===== config.mk =====
export PLATFORM = sky130hd
export DESIGN_NAME = apb_master
export DESIGN_NICKNAME = d
export VERILOG_FILES = /design/src/rtl/apb_master.sv
export SDC_FILE = /design/constraint.sdc
export NUM_CORES = 1
export LEC_CHECK = 0
export BUFFER_PORTS_ARGS = -buffer_cell sky130_fd_sc_hd__buf_2
export CAP_MARGIN = 20
export CORE_MARGIN = 3
export CORE_UTILIZATION = 30
export CTS_CLUSTER_SIZE = 12
export DETAILED_ROUTE_END_ITERATION = 10
export GPL_TIMING_DRIVEN = 0
export PLACE_DENSITY = 0.67
export SLEW_MARGIN = 10
export SYNTH_ARGS = -nofsm -noshare
export SYNTH_HDL_FRONTEND = slang
export SYNTH_SLANG_ARGS = --single-unit

===== constraint.sdc =====
create_clock -name pclk -period 1.4 [get_ports pclk]
set_input_delay 0.07 -clock pclk [delete_from_list [all_inputs] [get_ports pclk]]
set_output_delay 0.07 -clock pclk [all_outputs]
set_load 0.1 [all_outputs]

===== src/rtl/apb_master.sv =====
// apb_master: APB requester.
//
// Takes one read or write command at a time on a valid/ready command port.
// It runs the command through the APB SETUP and ACCESS phases, waits for
// pready, and returns the result on a valid/ready response port.
//
// Ports:
//   pclk, prstn          clock (rising edge), synchronous active-low reset
//   cmd_valid/cmd_ready  command handshake; cmd_ready is high only in IDLE
//   cmd_write            1 = write, 0 = read
//   cmd_addr, cmd_wdata  command address and write data
//   rsp_valid/rsp_ready  response handshake
//   rsp_rdata            read data (0 for writes and for timeout aborts)
//   rsp_slverr           completer pslverr, or timeout abort
//   rsp_timeout          response came from a timeout abort
//   paddr, pselx, penable, pwrite, pwdata   APB requester outputs (registered)
//   pready, prdata, pslverr                 APB completer inputs (sampled only in ACCESS)
//
// Optional build macro APB_TIMEOUT_EN: when defined, an ACCESS phase that has
// waited TIMEOUT_CYCLES cycles without pready is aborted with
// rsp_slverr = rsp_timeout = 1. When undefined, ACCESS waits indefinitely and
// rsp_timeout is tied to 0.
module apb_master #(
  parameter int unsigned ADDR_WIDTH     = 8,
  parameter int unsigned DATA_WIDTH     = 8,
  parameter int unsigned TIMEOUT_CYCLES = 16
) (
  input  logic                  pclk,
  input  logic                  prstn,
  input  logic                  cmd_valid,
  output logic                  cmd_ready,
  input  logic                  cmd_write,
  input  logic [ADDR_WIDTH-1:0] cmd_addr,
  input  logic [DATA_WIDTH-1:0] cmd_wdata,
  output logic                  rsp_valid,
  input  logic                  rsp_ready,
  output logic [DATA_WIDTH-1:0] rsp_rdata,
  output logic                  rsp_slverr,
  output logic                  rsp_timeout,
  output logic [ADDR_WIDTH-1:0] paddr,
  output logic                  pselx,
  output logic                  penable,
  output logic                  pwrite,
  output logic [DATA_WIDTH-1:0] pwdata,
  input  logic                  pready,
  input  logic [DATA_WIDTH-1:0] prdata,
  input  logic                  pslverr
);

  typedef enum logic [1:0] {
    IDLE   = 2'd0,
    SETUP  = 2'd1,
    ACCESS = 2'd2,
    RESP   = 2'd3
  } state_t;

  state_t                state, state_d;
  logic [ADDR_WIDTH-1:0] paddr_d;
  logic [DATA_WIDTH-1:0] pwdata_d;
  logic                  pwrite_d;
  logic                  pselx_d;
  logic                  penable_d;
  logic                  rsp_valid_d;
  logic [DATA_WIDTH-1:0] rsp_rdata_d;
  logic                  rsp_slverr_d;

`ifdef APB_TIMEOUT_EN
  localparam int unsigned CNT_W = $clog2(TIMEOUT_CYCLES);
  localparam logic [CNT_W-1:0] CNT_LIMIT = CNT_W'(TIMEOUT_CYCLES - 1);

  logic [CNT_W-1:0] wait_cnt, wait_cnt_d;
  logic             rsp_timeout_d;
`else
  // TIMEOUT_CYCLES only takes effect in the timeout build.
  if (TIMEOUT_CYCLES < 2) begin : g_timeout_cycles_unused
  end
  assign rsp_timeout = 1'b0;
`endif

  assign cmd_ready = (state == IDLE);

  always_comb begin
    state_d      = state;
    paddr_d      = paddr;
    pwdata_d     = pwdata;
    pwrite_d     = pwrite;
    pselx_d      = pselx;
    penable_d    = penable;
    rsp_valid_d  = rsp_valid;
    rsp_rdata_d  = rsp_rdata;
    rsp_slverr_d = rsp_slverr;
`ifdef APB_TIMEOUT_EN
    wait_cnt_d    = wait_cnt;
    rsp_timeout_d = rsp_timeout;
`endif
    unique case (state)
      IDLE: begin
        if (cmd_valid) begin
          paddr_d   = cmd_addr;
          pwdata_d  = cmd_wdata;
          pwrite_d  = cmd_write;
          pselx_d   = 1'b1;
          penable_d = 1'b0;
          state_d   = SETUP;
        end
      end
      SETUP: begin
        penable_d = 1'b1;
        state_d   = ACCESS;
`ifdef APB_TIMEOUT_EN
        wait_cnt_d = '0;
`endif
      end
      ACCESS: begin
        if (pready) begin
          rsp_rdata_d  = pwrite ? '0 : prdata;
          rsp_slverr_d = pslverr;
          rsp_valid_d  = 1'b1;
          pselx_d      = 1'b0;
          penable_d    = 1'b0;
          state_d      = RESP;
`ifdef APB_TIMEOUT_EN
          rsp_timeout_d = 1'b0;
        end else if (wait_cnt == CNT_LIMIT) begin
          rsp_rdata_d   = '0;
          rsp_slverr_d  = 1'b1;
          rsp_timeout_d = 1'b1;
          rsp_valid_d   = 1'b1;
          pselx_d       = 1'b0;
          penable_d     = 1'b0;
          state_d       = RESP;
        end else begin
          wait_cnt_d = wait_cnt + 1'b1;
`endif
        end
      end
      RESP: begin
        if (rsp_ready) begin
          rsp_valid_d = 1'b0;
          state_d     = IDLE;
        end
      end
      default: state_d = IDLE;
    endcase
  end

  always_ff @(posedge pclk) begin
    if (!prstn) begin
      state      <= IDLE;
      paddr      <= '0;
      pwdata     <= '0;
      pwrite     <= 1'b0;
      pselx      <= 1'b0;
      penable    <= 1'b0;
      rsp_valid  <= 1'b0;
      rsp_rdata  <= '0;
      rsp_slverr <= 1'b0;
    end else begin
      state      <= state_d;
      paddr      <= paddr_d;
      pwdata     <= pwdata_d;
      pwrite     <= pwrite_d;
      pselx      <= pselx_d;
      penable    <= penable_d;
      rsp_valid  <= rsp_valid_d;
      rsp_rdata  <= rsp_rdata_d;
      rsp_slverr <= rsp_slverr_d;
    end
  end

`ifdef APB_TIMEOUT_EN
  always_ff @(posedge pclk) begin
    if (!prstn) begin
      wait_cnt    <= '0;
      rsp_timeout <= 1'b0;
    end else begin
      wait_cnt    <= wait_cnt_d;
      rsp_timeout <= rsp_timeout_d;
    end
  end
`endif

endmodule

## Yosys cells after proc, flatten, opt, wreduce, memory -nomap -nowiden

Cells that the tools add are included.

- Logic and storage cells: 38
- Register bits: 31
- Input bits: 31
- Output and inout bits: 31

- Muxes and demuxes: 13
- Reductions and logical operators: 10
- Eq/ne operators: 6

Operators by type and width:

| kind | count |
|---|---|
| 3-bit AND reduction | 4 |
| 8-bit 2-to-1 mux | 1 |
| 2-bit case mux with 4 select lines | 1 |
| 2-bit 2-to-1 mux | 3 |
| 2-bit inequality test (second input constant) | 3 |
| 1-bit 2-to-1 mux | 5 |
| 2-bit equality test (second input constant) | 2 |
| 1-bit case mux with 2 select lines | 2 |
| 2-bit AND reduction | 2 |
| 2-bit nonzero test | 2 |
| 1-bit case mux with 3 select lines | 1 |
| 3-bit nonzero test | 1 |
| 2-bit by 1-bit equality test with 1-bit output (second input constant) | 1 |
| 2-bit zero test | 1 |

## Depth between registers and ports, before layout

- Word-level depth: 3
- Gate-level depth with buffers: 7
- Depth with buffers taken out: 5

## Worst setup path after synthesis

OpenSTA, ideal clock, no wires.

- Kind: reg2reg
- Start: register state[0]
- End: register state[0]
- Path slack: -0.279 ns
- Arrival time: 1.606 ns
- Cell stages (with the launch flop): 5
- Buffers on the path: 0
- Data required time: 1.327 ns
- Library setup time: 0.073 ns
- Clock period less this slack: 1.679 ns
- Cell sequence: dfxtp_1 -> inv_1 -> ha_1 -> o21ai_0 -> mux2i_1

- Cells in the longest elaborated chain, start to end: 3
- Elaborated cells on any way between the ends: 9
- Classes of those cells: 6 x eq/ne; 1 x mux; 2 x reduce/logical

RTL lines:

| what | RTL line | RTL |
|---|---|---|
| from (decl) | 57 | `state_t state, state_d;` |
| from (signal assigned) | 159 | `state <= state_d;` |
| 2-bit zero test * | - |  |
| via cmd_ready | 31 | `output logic cmd_ready,` |
| 2-bit inequality test (no line) | - |  |
| 3-bit AND reduction (no line) | - |  |

The timed path passes the listed nets; every way through them passes the cells marked *.
A chain may end at the register's enable or synchronous reset.

## Worst setup path after layout

- Start: register state[0]
- End: register state[1]

- Cells in the longest elaborated chain, start to end: 3
- Elaborated cells on any way between the ends: 9
- Classes of those cells: 6 x eq/ne; 1 x mux; 2 x reduce/logical

RTL lines:

| what | RTL line | RTL |
|---|---|---|
| 2-bit equality test / 2-bit zero test (equally long branches) | 96 | `unique case (state)` |
| 2-bit inequality test (no line) | - |  |
| 3-bit AND reduction (no line) | - |  |

Parallel ways exist; a longest one is shown, timed or not.

==> flow_summary_export.csv <==
group,metric,value,unit
drt,drc_errors,0,
worst_setup_path,cp_slowest_cell,"dfxtp_4",
global_route,grt_max_degree,11,
timing,setup-violations-final,0,
cells_and_area,layout_commonest_cell,"buf_2",
clock_tree,insertion_delay,0.29,ns
timing,hold_viol_final,0,
synthesis,netlist_area,1280,sq um
global_route,met3_usage,5.47,%
worst_setup_path,path_buf_inv,2,
global_route,grt_overflow_total,0,
die,core,4060,sq um
die,row_count,23,
timing,setup_ws,0.00380,ns
synthesis,syn-num-nets,192,
synthesis,yosys_warnings,0,
drt,avgRoutedWirePerCell,12.1,microns
clock_tree,cts.clk_slew.worst_paths,0.06,ns
die,start_util,31.5,%
timing,finalClockSkew,0.00458,ns
clock_tree,root_buffer,"clkbuf_8",
global_route,busiest_layer,"met2",
die,die-area,5070,sq um
worst_setup_path,path_class,"flop to flop",
global_route,antenna_found_initial,0,
clock_tree,cts_sinks,31,
cells_and_area,drive_gt1_share,38.3,%
placement,port_buffers,59,
worst_setup_path,crit_family,"flip-flops",
cells_and_area,nets,259,
global_route,track_usage,13.5,%
drt,dr.pass1.iters,4,
timing,period_minus_slack,1.40,ns
clock_tree,htreeDepth,2,
drt,vias_per_cell,4.57,
placement,gp_congestion,0.698,
worst_setup_path,cp-end-kind,"flop",
cells_and_area,n_antenna_cell,0,
worst_setup_path,crit_required,1.60,ns
global_route,grt_pass1_vias,1200,
worst_setup_path,worstPathMaxFanout,5,
power,power,0.00445,W
synthesis,ys_seq_area_share,48.6,%
timing,rsz0062_at_grt,"yes",
clock_tree,clockBufferDepth,2,
clock_tree,cts_tree,"yes",
power,power-per-cell-area,2450,nW/um^2
power,leakagePower,0.849,nW
global_route,use_met1,16.2,%
worst_setup_path,r2r_slack,0.004,ns
synthesis,syn_area_per_cell,8.29,sq um
worst_setup_path,arrival,1.60,ns
worst_setup_path,startpoint_type,"flop",
power,ir_drop,1.12,mV
synthesis,synth_cells,154,
timing,slew_violations,0,
worst_setup_path,cpPeakStageDelay,0.39,ns
synthesis,ys_ff_latch,31,
cells_and_area,layout_common_cells,"buf_2 (61), nand2_1 (52), dfxtp_1 (29)",
worst_hold_path,min_path_type,"input pin to flop",
job,cap_violations,0,
placement,dp_hpwl,2340,microns
clock_tree,cts-buffers-inserted,5,
die,io_pins,62,
die,die_width,71.2,microns
worst_setup_path,path_cells,"inv_6 > ha_4 > a222oi_1 > buf_4 > mux2i_1",
die,die_h,71.2,microns
clock_tree,hold_buffers,0,
synthesis,synthDistinctLibCells,21,
drt,drt_iter0_drc,40,
outcome,status,"finished, final reports clean",
timing,fmaxAchievable,716,MHz
drt,vias,1243,
global_route,grt_pass1_wl,5380,microns
cells_and_area,area_delta_synth_final,42.5,%
global_route,grt.met2_usage,21.3,%
drt,wl,3290,microns
drt,drtAntennaViolNets,0,
placement,pre_cts_ws,-0.206,ns
timing,post-route-period-util,99.7,%
cells_and_area,fillCellCount,426,
==> worst paths after layout <==
kind	startpoint	to	cells after the start
worst min register to register	rsp_rdata[0]	rsp_rdata[0]	2
worst min-delay path	cmd_write	pwrite	3
worst max register to register	state[0]	state[1]	5
worst max-delay path	state[0]	state[1]	5
==> repair_timing <==
item                       CTS  global route
setup endpoints to repair   24            13
resized for setup           13             4
setup buffers                1             0
pin swaps                    2             1
==> report_power, final <==
group	switching, W	internal, W	leakage, nW
Combinational	0.00180	0.000526	0.533
Sequential	0.000141	0.00108	0.255
Clock	0.000334	0.000575	0.0612
==> worst reg2reg max path, stage by stage (launching register included) <==
cell and delay, ns:
dfxtp_4 0.39, inv_6 0.05, ha_4 0.16, a222oi_1 0.34
buf_4 0.19, mux2i_1 0.18
==> Yosys cell counts <==
library cell | count | area (sq um)
nor2_1 | 1 | 3.75
o211ai_1 | 1 | 7.51
buf_2 | 4 | 20.0
a222oi_1 | 1 | 10.0
inv_2 | 2 | 7.51
a221oi_1 | 1 | 8.76
buf_1 | 3 | 11.3
conb_1 | 1 | 3.75
inv_1 | 4 | 15.0
ha_1 | 7 | 87.6
and2_1 | 1 | 6.26
o21ai_0 | 1 | 5.00
nand4b_1 | 8 | 70.1
clkbuf_1 | 1 | 3.75
nand3_1 | 1 | 5.00
dfxtp_1 | 31 | 621
o32ai_1 | 1 | 8.76
mux2i_1 | 4 | 40.0
buf_4 | 1 | 7.51
a21oi_1 | 27 | 135
nand2_1 | 53 | 199
==> state kept, by name (all words and copies together) (netlist names) <==
name        flops
pwrite          1
rsp_valid       1
paddr           8
pselx           1
rsp_rdata       8
state           2
penable         1
pwdata          8
rsp_slverr      1
==> final cells by class <==
| cell class | instances | area (sq um) | area share [%] |
|---|---|---|---|
| Sequential cell | 31 | 628 | 34.5 |
| Multi-Input combinational cell | 108 | 621 | 34.1 |
| Timing Repair Buffer | 60 | 305 | 16.8 |
| Clock buffer | 6 | 82.6 | 4.54 |
| Tap cell | 50 | 62.6 | 3.44 |
| Buffer | 9 | 56.3 | 3.10 |
| Clock inverter | 2 | 35.0 | 1.93 |
| Inverter | 6 | 27.5 | 1.51 |
==> routing by layer <==
metal  part of all wire, %  vias up
met4                   2.1        0
met2                    45       40
li1                      -      646
met1                    45      549
met3                   7.5        8
met5                     0        -
==> logic make-up after synthesis <==
group / share of synthesized area (%)
adders and majority gates: 6.86
DFF: 48.6
buffers and inverters: 5.10
other: 0.294
muxes: 3.14
and+or+nand+nor: 22.3
AOI/OAI and AO/OA: 13.7
==> through the flow <==
step | cell area (sq um) | utilization (%) | cells | TNS (ns) | hold WS (ns)
2_1_floorplan | 1280 | - | 154 | 0 | 0.206
3_3_place_gp | 1640 | 40.5 | 263 | -2.20 | 0.313
3_5_place_dp | 1640 | 40.5 | 263 | -2.68 | 0.319
4_1_cts | 1800 | 44.4 | 272 | 0 | 0.0111
5_1_grt | 1820 | 44.8 | 272 | -0.143 | 0.0157
6_report | 1820 | 44.8 | 272 | 0 | 0.0194
Note: power is estimated with default switching activity, not from simulation.
